$ cat config.mk
export PLATFORM = sky130hd
export DESIGN_NAME = sine_taylor_engine
export DESIGN_NICKNAME = d
export VERILOG_FILES = /design/src/rtl/sine_pkg.sv /design/src/rtl/q88_mul.sv /design/src/rtl/sine_taylor_engine.sv
export SDC_FILE = /design/constraint.sdc
export NUM_CORES = 1
export LEC_CHECK = 0
export BUFFER_PORTS_ARGS = -buffer_cell sky130_fd_sc_hd__clkbuf_2
export CAP_MARGIN = 10
export CORE_ASPECT_RATIO = 0.6
export CORE_MARGIN = 1.5
export CORE_UTILIZATION = 40
export CTS_CLUSTER_DIAMETER = 100
export DETAILED_ROUTE_END_ITERATION = 7
export GPL_TIMING_DRIVEN = 0
export MAX_ROUTING_LAYER = met4
export PLACE_DENSITY = 0.58
export SKIP_LAST_GASP = 1
export SLEW_MARGIN = 30
export SYNTH_ARGS = -nofsm -noshare
export SYNTH_HDL_FRONTEND = slang
export SYNTH_HIERARCHICAL = 1
export SYNTH_SLANG_ARGS = --single-unit
$ cat constraint.sdc
create_clock -name clk -period 7.3 [get_ports clk]
set_input_delay 0.73 -clock clk [delete_from_list [all_inputs] [get_ports clk]]
set_output_delay 0.73 -clock clk [all_outputs]
set_load 0.01 [all_outputs]
$ cat src/rtl/sine_pkg.sv
// Shared definitions for the sine Taylor-series engine.
//   state_t   : controller states
//   Q_W       : Q8.8 word width
//   FRAC_BITS : fractional bits of the Q8.8 format
//   SEL_W     : width of the coefficient-table select
//   MAX_TERMS : largest supported number of series terms
package sine_pkg;

  localparam int Q_W       = 16;
  localparam int FRAC_BITS = 8;
  localparam int SEL_W     = 3;
  localparam int MAX_TERMS = 6;

  typedef enum logic [2:0] {
    IDLE    = 3'd0,
    SQUARE  = 3'd1,
    MUL_X2  = 3'd2,
    MUL_DIV = 3'd3,
    ACCUM   = 3'd4,
    DONE    = 3'd5
  } state_t;

endpackage

$ cat src/rtl/q88_mul.sv
// Combinational signed Q8.8 multiply.
//   a, b : signed Q8.8 operands
//   p    : signed Q8.8 product, bits [23:8] of the full 32-bit product
// Taking the middle slice of a two's-complement product is a floor
// (toward negative infinity) truncation; no rounding or saturation.
module q88_mul
  import sine_pkg::*;
(
  input  logic signed [Q_W-1:0] a,
  input  logic signed [Q_W-1:0] b,
  output logic signed [Q_W-1:0] p
);

  logic signed [2*Q_W-1:0] prod;
  logic [FRAC_BITS-1:0]    unused_lo;
  logic [FRAC_BITS-1:0]    unused_hi;

  assign prod = a * b;
  assign {unused_hi, p, unused_lo} = prod;

endmodule

$ cat src/rtl/sine_taylor_engine.sv
// Sequential Q8.8 sine evaluator using an alternating Taylor series.
//   clk, rst : clock, synchronous active-high reset
//   start    : request, accepted only in IDLE
//   x        : signed Q8.8 angle (valid -2.0..+2.0)
//   sel      : coefficient-table select (equals iteration index k)
//   div      : Q8.8 coefficient 1/((2k+2)(2k+3)) from the external table
//   busy     : high in every state except IDLE
//   done     : one-cycle pulse, result valid from this cycle
//   result   : signed Q8.8 sine, held until the next accepted start
//
// state   | meaning
// IDLE    | waiting for start; latches x into xr, acc and term
// SQUARE  | x2 = xr * xr
// MUL_X2  | t = term * x2
// MUL_DIV | term = t * coef[k]
// ACCUM   | acc -/+ term (even/odd k); last k updates result
// DONE    | done pulse, back to IDLE
module sine_taylor_engine
  import sine_pkg::*;
#(
  parameter int N_TERMS = 6
) (
  input  logic             clk,
  input  logic             rst,
  input  logic             start,
  input  logic [Q_W-1:0]   x,
  output logic [SEL_W-1:0] sel,
  input  logic [Q_W-1:0]   div,
  output logic             busy,
  output logic             done,
  output logic [Q_W-1:0]   result
);

  localparam logic [SEL_W-1:0] LAST_K = SEL_W'(N_TERMS - 2);

  state_t                 state;
  logic signed [Q_W-1:0]  xr;
  logic signed [Q_W-1:0]  x2;
  logic signed [Q_W-1:0]  term;
  logic signed [Q_W-1:0]  t;
  logic signed [Q_W-1:0]  acc;
  logic [SEL_W-1:0]       k;

  logic signed [Q_W-1:0]  mul_a;
  logic signed [Q_W-1:0]  mul_b;
  logic signed [Q_W-1:0]  mul_p;
  logic signed [Q_W-1:0]  acc_nxt;

  // One multiplier shared across the three multiply states.
  always_comb begin
    mul_a = '0;
    mul_b = '0;
    case (state)
      SQUARE:  begin mul_a = xr;   mul_b = xr;           end
      MUL_X2:  begin mul_a = term; mul_b = x2;           end
      MUL_DIV: begin mul_a = t;    mul_b = signed'(div); end
      default: begin mul_a = '0;   mul_b = '0;           end
    endcase
  end

  q88_mul u_mul (
    .a (mul_a),
    .b (mul_b),
    .p (mul_p)
  );

  // k=0 is the x^3 term, which is subtracted; signs alternate from there.
  assign acc_nxt = k[0] ? (acc + term) : (acc - term);
  assign sel     = k;

  always_ff @(posedge clk) begin
    if (rst) begin
      state  <= IDLE;
      xr     <= '0;
      x2     <= '0;
      term   <= '0;
      t      <= '0;
      acc    <= '0;
      k      <= '0;
      busy   <= 1'b0;
      done   <= 1'b0;
      result <= '0;
    end else begin
      done <= 1'b0;
      case (state)
        IDLE: begin
          if (start) begin
            xr    <= signed'(x);
            acc   <= signed'(x);
            term  <= signed'(x);
            k     <= '0;
            busy  <= 1'b1;
            state <= SQUARE;
          end
        end
        SQUARE: begin
          x2    <= mul_p;
          state <= MUL_X2;
        end
        MUL_X2: begin
          t     <= mul_p;
          state <= MUL_DIV;
        end
        MUL_DIV: begin
          term  <= mul_p;
          state <= ACCUM;
        end
        ACCUM: begin
          acc <= acc_nxt;
          if (k == LAST_K) begin
            result <= acc_nxt;
            done   <= 1'b1;
            state  <= DONE;
          end else begin
            k     <= k + SEL_W'(1);
            state <= MUL_X2;
          end
        end
        DONE: begin
          busy  <= 1'b0;
          state <= IDLE;
        end
        default: begin
          busy  <= 1'b0;
          state <= IDLE;
        end
      endcase
    end
  end

endmodule

==> impl_metrics.env, run 1 <==
export IMPL_run_status="finished clean"
export IMPL_antennaDiodeCount=0
export IMPL_rrSetupSlack_ns=0.24
export IMPL_grt_max_degree=19
export IMPL_wl_met1_um=21100
export IMPL_cap_violations=0
export IMPL_drtIter0Drc=1008
export IMPL_nets=1998
export IMPL_clkTransAtPathRegs_ns=0.09
export IMPL_viasPerCell=5.30
export IMPL_worst_slack_ns=0.239
export IMPL_r2r_end="t[15]"
export IMPL_critPathCaptureType="register"
export IMPL_power_leakage_nw=7.08
export IMPL_max_vdd_ir_drop_mv=0.139
export IMPL_netlist_area_mm2=0.0129
export IMPL_layout_drive_gt1_share_pct=13.9
export IMPL_place_congestion=0.941
export IMPL_synth_area_leader_cell="fa_1"
export IMPL_cp_data_arrival_time_ns=7.36
export IMPL_hold_viol_final=0
export IMPL_finalSetupViolCount=0
export IMPL_dieArea_mm2=0.0335
export IMPL_synth_seq_cells=104
export IMPL_num_vias=11200
export IMPL_worstSkewPairLatency_ns=0.38
export IMPL_powerDensity_mw_per_mm2=118
export IMPL_drt_first_pass_iters=6
export IMPL_worst_pin_slew_ns=0.952
export IMPL_post_place_ws_ns=-1.87
export IMPL_cts_root_buf="clkbuf_16"
export IMPL_syn2layout_area_growth_pct=15.9
export IMPL_ys_async_sr_fraction_pct=0
export IMPL_synth_nets=1897
export IMPL_finalCriticalPeriod_ns=7.06
export IMPL_yosysMostFrequentCell="nand2_1"
export IMPL_cts_tree="done"
export IMPL_core_mm2=0.0315
export IMPL_post_route_period_util_pct=96.7
export IMPL_max_slew_margin_rel_pct=36.3
export IMPL_met3_length_um=4050
export IMPL_hold_start="xr[4]"
export IMPL_whs_ns=0.454
export IMPL_drc=0
export IMPL_wl_met2_um=14800
export IMPL_r2r_start="state[1]"
export IMPL_routedWlPerCell_um=19.3
export IMPL_antenna_found_initial=0
export IMPL_synth_ff_type="dfxtp_1"
export IMPL_holdPathStages=2
export IMPL_dieHeight_um=142
export IMPL_h_tree_depth=3
export IMPL_hold_path_end="xr[4]"
export IMPL_synthCells=1584
export IMPL_cts_sinks=104
export IMPL_postRouteAntennaNets=0
export IMPL_crit_slowest_cell="fa_1"
export IMPL_cp_max_fo=10
export IMPL_cts_buffer_depth=2
export IMPL_slowest_delay_ns=0.57
export IMPL_cp_start_kind="register"
export IMPL_netlist_top_cells_area="fa_1, dfxtp_1, nand2_1"
export IMPL_r2r_cells=29
export IMPL_critPathKind="reg2reg"
export IMPL_nFillCells=3120
export IMPL_ys_seq_area_share_pct=16.1
export IMPL_maxSlewViolCount=0
export IMPL_cp_common_cell="fa_1"
export IMPL_top_layer_used="met4"
export IMPL_rows=50
export IMPL_max_freq_ghz=0.142
export IMPL_grt_pass1_wl_um=62700
export IMPL_dp_hpwl_um=33500
export IMPL_grt_use_total_pct=25.6
export IMPL_die_x_um=235
export IMPL_yosysWarningCount=6
export IMPL_hold_class="reg2reg"
export IMPL_initial_utilization_pct=41.1
export IMPL_drt_total_wl_um=40500
export IMPL_synth_edff_count=0
export IMPL_final_core_util_pct=47.6
export IMPL_grt_pass1_vias=10500
export IMPL_cts_made_buffers=9
export IMPL_ios=56
export IMPL_p_total_w=0.00176
export IMPL_yosysUniqueCellTypes=61
export IMPL_grt_ovfl_total=0
export IMPL_port_buffers=54
export IMPL_syn_avg_cell_area_um2=8.17
export IMPL_synth_common_cells="nand2_1, inv_1, fa_1"
export IMPL_cp_data_required_time_ns=7.60
export IMPL_synthDominantCellAreaShare_pct=28.9
export IMPL_skew_ns=0.0166
where the power goes:
part           leakage [nW]  internal (W)  total [W]  switching, W
Combinational          6.09      0.000227   0.000625      0.000398
Sequential            0.847      0.000593   0.000616     0.0000231
Clock                 0.151      0.000271   0.000522      0.000251
registers in the layout (all words and copies together) (netlist names):
signal	count
state	3
t	16
busy	1
x2	16
result	16
term	16
xr	16
acc	16
sel	3
done	1
through the flow:
stage                     cell area, um2  instances  setup TNS, ns
after global placement             13700       2054         -52.34
after global routing               15000       2106       -0.00486
final                              15000       2106              0
after floorplan                    12900       1584              0
after CTS                          14500       2078       -0.00505
after detailed placement           13700       2054         -53.53
worst max path at each step:
stage | from | to | slack, ns
final | state[1] | t[15] | 0.24
after global routing | state[1] | term[14] | -0.005
after CTS | state[1] | term[15] | -0.005
after detailed placement | state[1] | term[15] | -1.87
after global placement | state[1] | term[15] | -1.81
after floorplan | state[1] | term[14] | 0.18
repair_timing:
item	CTS	global route
setup endpoints to repair	48	24
gates resized for setup	137	88
hold buffers	0	0
endpoints found under the hold margin	0	0
pin swaps	9	26
cloned	0	1
buffers inserted	10	31
layer usage:
metal,global-route usage (%),vias up
li1,-,5147
met1,41.3,5512
met2,31.2,469
met3,5.95,32
met4,4.38,0
met5,-,-
cell families (layout without fill, tap and decap cells):
| kind of cell | after synthesis | count (layout) | synth area share, % |
|---|---|---|---|
| AOI/OAI and AO/OA | 249 | 249 | 12.6 |
| and+or+nand+nor | 557 | 557 | 19.4 |
| DFF | 104 | 104 | 16.1 |
| xor gates and xnor gates | 63 | 63 | 4.26 |
| muxes | 4 | 4 | 0.348 |
| buffers and inverters | 329 | 435 | 9.56 |
| adders and majority gates | 278 | 278 | 37.7 |
cell type report:
type                    instances  area, um2  area share (%)
multi-input cells            1151       9980            66.5
flip-flops and latches        104       2090            13.9
inverters                     249        935            6.23
repair buffers                 96        632            4.21
plain buffers                  74        543            3.62
well taps                     416        520            3.47
clock buffers                   9        225            1.50
clock inverters                 7       78.8           0.526
cell usage in the layout (no fill, tap or decap), types with 10 or more instances in the layout:
| cell | instances |
|---|---|
| a21o_1 | 43 |
| a21oi_1 | 91 |
| a22oi_1 | 21 |
| a31oi_1 | 31 |
| and2_1 | 95 |
| buf_4 | 47 |
| clkbuf_1 | 30 |
| clkbuf_16 | 10 |
| clkbuf_2 | 56 |
| clkbuf_4 | 13 |
| dfxtp_1 | 101 |
| fa_1 | 186 |
| ha_1 | 86 |
| inv_1 | 248 |
| nand2_1 | 316 |
| nor2_1 | 48 |
| nor2_4 | 22 |
| nor2b_1 | 16 |
| nor3_1 | 12 |
| o21ai_0 | 11 |
| xnor2_1 | 36 |
| xor2_1 | 24 |
worst max-delay path, delay by kind of cell (launching register included):
family	cells	cell delay [ns]
DFF	1	0.33
buffers and inverters	9	1.11
xor gates and xnor gates	1	0.18
and+or+nand+nor	6	0.78
AOI/OAI and AO/OA	6	1.14
adders and majority gates	7	3.40
Power figures use the tool's default switching activity.
==> inputs of run 2 (changes only) <==
--- a/config.mk
+++ b/config.mk
@@ -5,6 +5,7 @@
 export SDC_FILE = /design/constraint.sdc
 export NUM_CORES = 1
 export LEC_CHECK = 0
+export ABC_AREA = 1
 export BUFFER_PORTS_ARGS = -buffer_cell sky130_fd_sc_hd__clkbuf_2
 export CAP_MARGIN = 10
 export CORE_ASPECT_RATIO = 0.6
==> constraint.sdc (replaced) <==
create_clock -name clk -period 7.3 [get_ports clk]
set_input_delay 1.095 -clock clk [delete_from_list [all_inputs] [get_ports clk]]
set_output_delay 1.095 -clock clk [all_outputs]
set_load 0.01 [all_outputs]
==> run 2 against run 1 <==
Core utilization decreased by 1.2 points. Wire length increased by 13%. Non-clock buffer count decreased by 2.
==> impl_metrics.env, run 2 <==
export IMPL_ys_async_sr_fraction_pct=0
export IMPL_skew_ns=0.00969
export IMPL_cp_common_cell="fa_1"
export IMPL_initial_utilization_pct=40.8
export IMPL_power_leakage_nw=8.57
export IMPL_drt_first_pass_iters=7
export IMPL_antenna_found_initial=0
export IMPL_slowest_delay_ns=0.56
export IMPL_rsz0062_at_grt="yes"
export IMPL_synth_xor_area_share_pct=2.23
export IMPL_cp_start_kind="register"
export IMPL_hold_viol_final=0
export IMPL_yosysWarningCount=6
export IMPL_rows=52
export IMPL_yosysMostFrequentCell="nand2_1"
export IMPL_critPathBufInv=9
export IMPL_die_x_um=242
export IMPL_max_slew_margin_rel_pct=33.6
export IMPL_routedWlPerCell_um=18.4
export IMPL_critPathKind="reg2reg"
export IMPL_core_mm2=0.0338
export IMPL_postRouteAntennaNets=0
export IMPL_synth_common_cells="nand2_1, inv_1, fa_1"
export IMPL_crit_family="adder cells"
export IMPL_grt_ovfl_total=0
export IMPL_layout_commonest_cell="nand2_1"
export IMPL_port_buffers=54
export IMPL_drc=0
export IMPL_drtIter0Drc=1118
export IMPL_synthCells=1934
export IMPL_netlist_area_mm2=0.0138
export IMPL_synth_seq_cells=104
export IMPL_syn_avg_cell_area_um2=7.12
export IMPL_max_vdd_ir_drop_mv=0.106
export IMPL_grt_pass1_vias=12000
export IMPL_crit_slowest_cell="fa_1"
export IMPL_post_place_ws_ns=-1.48
export IMPL_place_congestion=0.950
export IMPL_ios=56
export IMPL_placed_area_mm2=0.0146
export IMPL_num_vias=12700
export IMPL_h_tree_depth=3
export IMPL_netlist_top_cells_area="fa_1, nand2_1, dfxtp_1"
export IMPL_max_freq_ghz=0.142
export IMPL_hold_class="reg2reg"
export IMPL_synth_area_leader_cell="fa_1"
export IMPL_synth_adder_area_share_pct=35.5
export IMPL_dieArea_mm2=0.0356
export IMPL_worst_pin_slew_ns=0.992
export IMPL_fin_area_mm2=0.0157
export IMPL_ys_seq_area_share_pct=15.1
export IMPL_final_core_util_pct=46.4
export IMPL_p_seq_share_pct=25.3
export IMPL_hold_buffers=0
export IMPL_layout_drive_gt1_share_pct=11.8
export IMPL_maxSlewViolCount=0
export IMPL_internal_power_w=0.00146
export IMPL_synthMuxAreaShare_pct=0
export IMPL_cp_data_required_time_ns=7.59
export IMPL_pwr_share_clk_pct=18.8
export IMPL_finalCriticalPeriod_ns=7.05
export IMPL_worstSkewPairLatency_ns=0.37
export IMPL_synth_ff_type="dfxtp_1"
export IMPL_drt_total_wl_um=46000
export IMPL_p_sw_w=0.00136
export IMPL_synthDominantCellAreaShare_pct=27.2
export IMPL_grt_pass1_wl_um=70900
export IMPL_dp_hpwl_um=38600
export IMPL_grt_max_degree=18
export IMPL_grt_use_total_pct=27.2
export IMPL_synthSimpleGateAreaFrac_pct=22.4
export IMPL_viasPerCell=5.08
export IMPL_cp_max_fo=10
export IMPL_synth_top_family_by_area="adder cells"
export IMPL_cp_data_arrival_time_ns=7.34
export IMPL_clkTransAtPathRegs_ns=0.07
export IMPL_synth_compound_area_share_pct=9.10
export IMPL_antennaDiodeCount=0
export IMPL_worst_slack_ns=0.249
export IMPL_finalSetupViolCount=0
export IMPL_cts_sinks=104
export IMPL_syn2layout_area_growth_pct=13.9
export IMPL_critPathCaptureType="register"
export IMPL_final_cell_mix="nand2_1, inv_1, fa_1, dfxtp_1, ha_1"
export IMPL_nets=2343
export IMPL_post_route_period_util_pct=96.6
export IMPL_synth_edff_count=0
export IMPL_yosysUniqueCellTypes=52
export IMPL_powerDensity_mw_per_mm2=180
export IMPL_dieHeight_um=147
export IMPL_power_switching_share_pct=48.2
export IMPL_cts_buffer_depth=2
export IMPL_cts_made_buffers=9
export IMPL_cts_root_buf="clkbuf_16"
export IMPL_pwr_share_comb_pct=55.9
export IMPL_run_status="finished clean"
export IMPL_cap_violations=0
export IMPL_cts_tree="done"
export IMPL_synth_nets=2247
export IMPL_whs_ns=0.459
-- run 2: cell count changes after synthesis, sizes merged, moves of 34 or more --
cell | before | now
nand2 | 316 | 576
a21o | 44 | 2
inv | 249 | 466
xnor2 | 39 | 5
nand3 | 5 | 65
and2 | 99 | 1
o21ai | 13 | 59
-- run 2: timing repair --
item / in CTS / in global routing
endpoints found under the hold margin: 0 / 0
resized for setup: 83 / 112
setup endpoints to repair: 45 / 27
buffers inserted: 23 / 11
pin swaps: 14 / 25
-- run 2: power by group through the flow --
stage / registers (W) / clock network [W] / logic, W
4_1_cts: 0.000713 / 0.000537 / 0.00148
5_1_grt: 0.000725 / 0.000562 / 0.00173
3_3_place_gp: 0.000722 / 0 / 0.00139
2_1_floorplan: 0.000710 / 0 / 0.000960
6_report: 0.000716 / 0.000531 / 0.00158
3_5_place_dp: 0.000724 / 0 / 0.00140
-- run 2: through the flow --
stage | power [W] | TNS, ns | std cells
after CTS | 0.00273 | 0 | 2485
after detailed placement | 0.00213 | -34.46 | 2450
after global routing | 0.00302 | -0.0521 | 2494
after floorplan | 0.00167 | 0 | 1934
after global placement | 0.00211 | -32.48 | 2447
final | 0.00283 | 0 | 2494
-- run 2: path summary, 6_finish.rpt --
path	startpoint	end	slack [ns]	depth (start not counted)
max	state[1]	term[12]	0.25	26
min	x2[2]	x2[2]	0.46	2
max reg2reg	state[1]	term[12]	0.25	26
min reg2reg	x2[2]	x2[2]	0.46	2
-- run 2: per-layer routing --
metal	track usage [%]	part of all wire, %	wire length (um)
met5	-	0	0
met3	8.42	11	5200
met2	32.9	36	16800
met4	3.97	1.1	503
met1	43.1	51	23500
-- run 2: final cells by class --
type,instances,area (um2)
Fill cell,3435,18100
Sequential cell,104,2090
Clock inverter,5,65.1
Clock buffer,11,253
Timing Repair Buffer,91,549
Inverter,467,1750
Tap cell,459,574
Buffer,77,628
Multi-Input combinational cell,1280,9760
-- run 2: kinds of logic (layout without fill, tap and decap cells) --
kind of cell	count (synthesis)	after routing
AO/OA/AOI/OAI	213	213
XOR/XNOR	35	35
adder cells (fa/ha/maj)	278	278
buffers and inverters	550	651
flip-flops	104	104
AND/OR/NAND/NOR	754	754
-- run 2: worst min-delay path: stages (launching register included) --
cell	delay (ns)
dfxtp_1	0.30
inv_1	0.06
a21oi_1	0.05
==> inputs of run 3 (changes only) <==
--- a/config.mk
+++ b/config.mk
@@ -16,6 +16,7 @@
 export GPL_TIMING_DRIVEN = 0
 export MAX_ROUTING_LAYER = met4
 export PLACE_DENSITY = 0.58
+export RECOVER_POWER = 50
 export SKIP_LAST_GASP = 1
 export SLEW_MARGIN = 30
 export SYNTH_ARGS = -nofsm -noshare
==> run 3 against run 2 <==
Critical endpoint unchanged. Clock power barely moved. Largest cell class unchanged. Register-to-register slack got worse by 0.02 ns. Hold slack better by 0.00063 ns. Global-route usage unchanged. Setup slack worse by 0.019 ns. Critical path type unchanged. Final cell count unchanged.
==> impl_metrics.env, run 3 (synthesis gave the netlist of run 2 again) <==
export IMPL_r2r_start="state[1]"
export IMPL_rows=52
export IMPL_drtIter0Drc=1169
export IMPL_antennaDiodeCount=0
export IMPL_dp_cells=2450
export IMPL_r2r_end="term[12]"
export IMPL_postRouteAntennaNets=0
export IMPL_hold_class="reg2reg"
export IMPL_critPathKind="reg2reg"
export IMPL_viasPerCell=5.03
export IMPL_grt_use_total_pct=27.2
export IMPL_worst_slack_ns=0.230
export IMPL_initial_utilization_pct=40.8
export IMPL_num_vias=12600
export IMPL_nFillCells=3449
export IMPL_port_buffers=54
export IMPL_finalSetupViolCount=0
export IMPL_critPathBufInv=9
export IMPL_p_total_w=0.00283
export IMPL_core_mm2=0.0338
export IMPL_max_vdd_ir_drop_mv=0.105
export IMPL_drt_first_pass_iters=5
export IMPL_placed_area_mm2=0.0146
export IMPL_cp_max_fo=10
export IMPL_ios=56
export IMPL_layout_commonest_cell="nand2_1"
export IMPL_syn2layout_area_growth_pct=13.5
export IMPL_cts_tree="done"
export IMPL_hold_path_end="x2[15]"
export IMPL_cp_start_kind="register"
export IMPL_dieHeight_um=147
export IMPL_cts_root_buf="clkbuf_16"
export IMPL_power_leakage_nw=8.48
export IMPL_pwr_share_comb_pct=55.9
export IMPL_grt_ovfl_total=0
export IMPL_drc=0
export IMPL_slowest_delay_ns=0.56
export IMPL_cp_common_cell="fa_1"
export IMPL_finalCriticalPeriod_ns=7.07
export IMPL_powerDensity_mw_per_mm2=181
export IMPL_internal_power_w=0.00146
export IMPL_run_status="finished clean"
export IMPL_p_seq_share_pct=25.3
export IMPL_pwr_share_clk_pct=18.8
export IMPL_nets=2343
export IMPL_dp_hpwl_um=38600
export IMPL_crit_slowest_cell="fa_1"
export IMPL_maxSlewViolCount=0
export IMPL_holdPathStages=2
export IMPL_dieArea_mm2=0.0356
export IMPL_grt_pass1_vias=12000
export IMPL_power_switching_share_pct=48.4
export IMPL_max_freq_ghz=0.141
export IMPL_drt_total_wl_um=46000
export IMPL_place_congestion=0.950
export IMPL_cts_made_buffers=9
export IMPL_max_slew_margin_rel_pct=33.5
export IMPL_layout_drive_gt1_share_pct=10.6
export IMPL_cap_violations=0
export IMPL_post_place_ws_ns=-1.48
export IMPL_cts_buffer_depth=2
export IMPL_cp_data_arrival_time_ns=7.35
export IMPL_antenna_found_initial=0
export IMPL_worst_pin_slew_ns=0.993
export IMPL_hold_viol_final=0
export IMPL_routedWlPerCell_um=18.4
export IMPL_grt_max_degree=18
export IMPL_critPathCaptureType="register"
export IMPL_post_route_period_util_pct=96.9
export IMPL_rsz0062_at_grt="yes"
export IMPL_clkTransAtPathRegs_ns=0.08
export IMPL_final_cell_mix="nand2_1, inv_1, fa_1, dfxtp_1, ha_1"
export IMPL_rrSetupSlack_ns=0.23
export IMPL_p_sw_w=0.00137
export IMPL_cp_data_required_time_ns=7.58
export IMPL_layout_cells_non_filler=2494
export IMPL_cts_sinks=104
export IMPL_skew_ns=0.0109
export IMPL_grt_pass1_wl_um=70900
export IMPL_r2r_cells=26
export IMPL_worstSkewPairLatency_ns=0.37
export IMPL_die_x_um=242
export IMPL_h_tree_depth=3
export IMPL_hold_start="x2[15]"
export IMPL_fin_area_mm2=0.0156
export IMPL_crit_family="adder cells"
run 3: tightest hold or removal path, stage by stage, from the launching register on:
cell     delay, ns
dfxtp_1       0.30
inv_1         0.06
a21oi_1       0.05
run 3: power by group through the flow:
stage	logic (W)	clock network (W)	registers, W
floorplan	0.000960	0	0.000710
global placement	0.00139	0	0.000722
detailed placement	0.00140	0	0.000724
CTS	0.00148	0.000537	0.000713
global route	0.00173	0.000562	0.000725
finish	0.00158	0.000533	0.000716
run 3: worst max path at each step:
stage                  start        to  slack (ns)  cells past startpoint
floorplan             div[3]  term[13]        0.65                     22
global placement    state[0]    x2[13]       -1.48                     25
detailed placement  state[0]    x2[13]       -1.48                     25
CTS                 state[0]    x2[14]        0.02                     28
global route        state[1]  term[15]       -0.03                     34
finish              state[1]  term[12]        0.23                     26
run 3: per-layer routing:
metal | global-route usage (%) | share of wire [%] | up-vias
met1 | 43.1 | 51 | 6054
met4 | 3.97 | 1.1 | 0
met3 | 8.42 | 12 | 28
li1 | - | - | 5949
met5 | - | 0 | -
met2 | 32.9 | 36 | 523
run 3: cell type report:
class,count,area [um2],area share (%)
timing repair buffer,91,523,3.35
buffer,77,617,3.95
clock inverter,5,65.1,0.417
sequential,104,2090,13.4
multi-input combinational,1280,9740,62.4
inverter,467,1750,11.2
tap,459,574,3.68
clock buffer,11,253,1.62
run 3: timing repair:
action / CTS / global route
hold buffers: 0 / 0
setup endpoints to repair: 45 / 27
resized for setup: 83 / 112
pin swaps: 14 / 25
buffers inserted: 23 / 11
hold endpoints to repair: 0 / 0
run 3: metrics by stage:
stage,util [%],hold WS (ns),TNS [ns]
2_1_floorplan,-,0.430,0
3_3_place_gp,43.3,0.439,-32.48
3_5_place_dp,43.3,0.448,-34.46
4_1_cts,45.3,0.458,0
5_1_grt,46.3,0.473,-0.0521
6_report,46.3,0.460,0
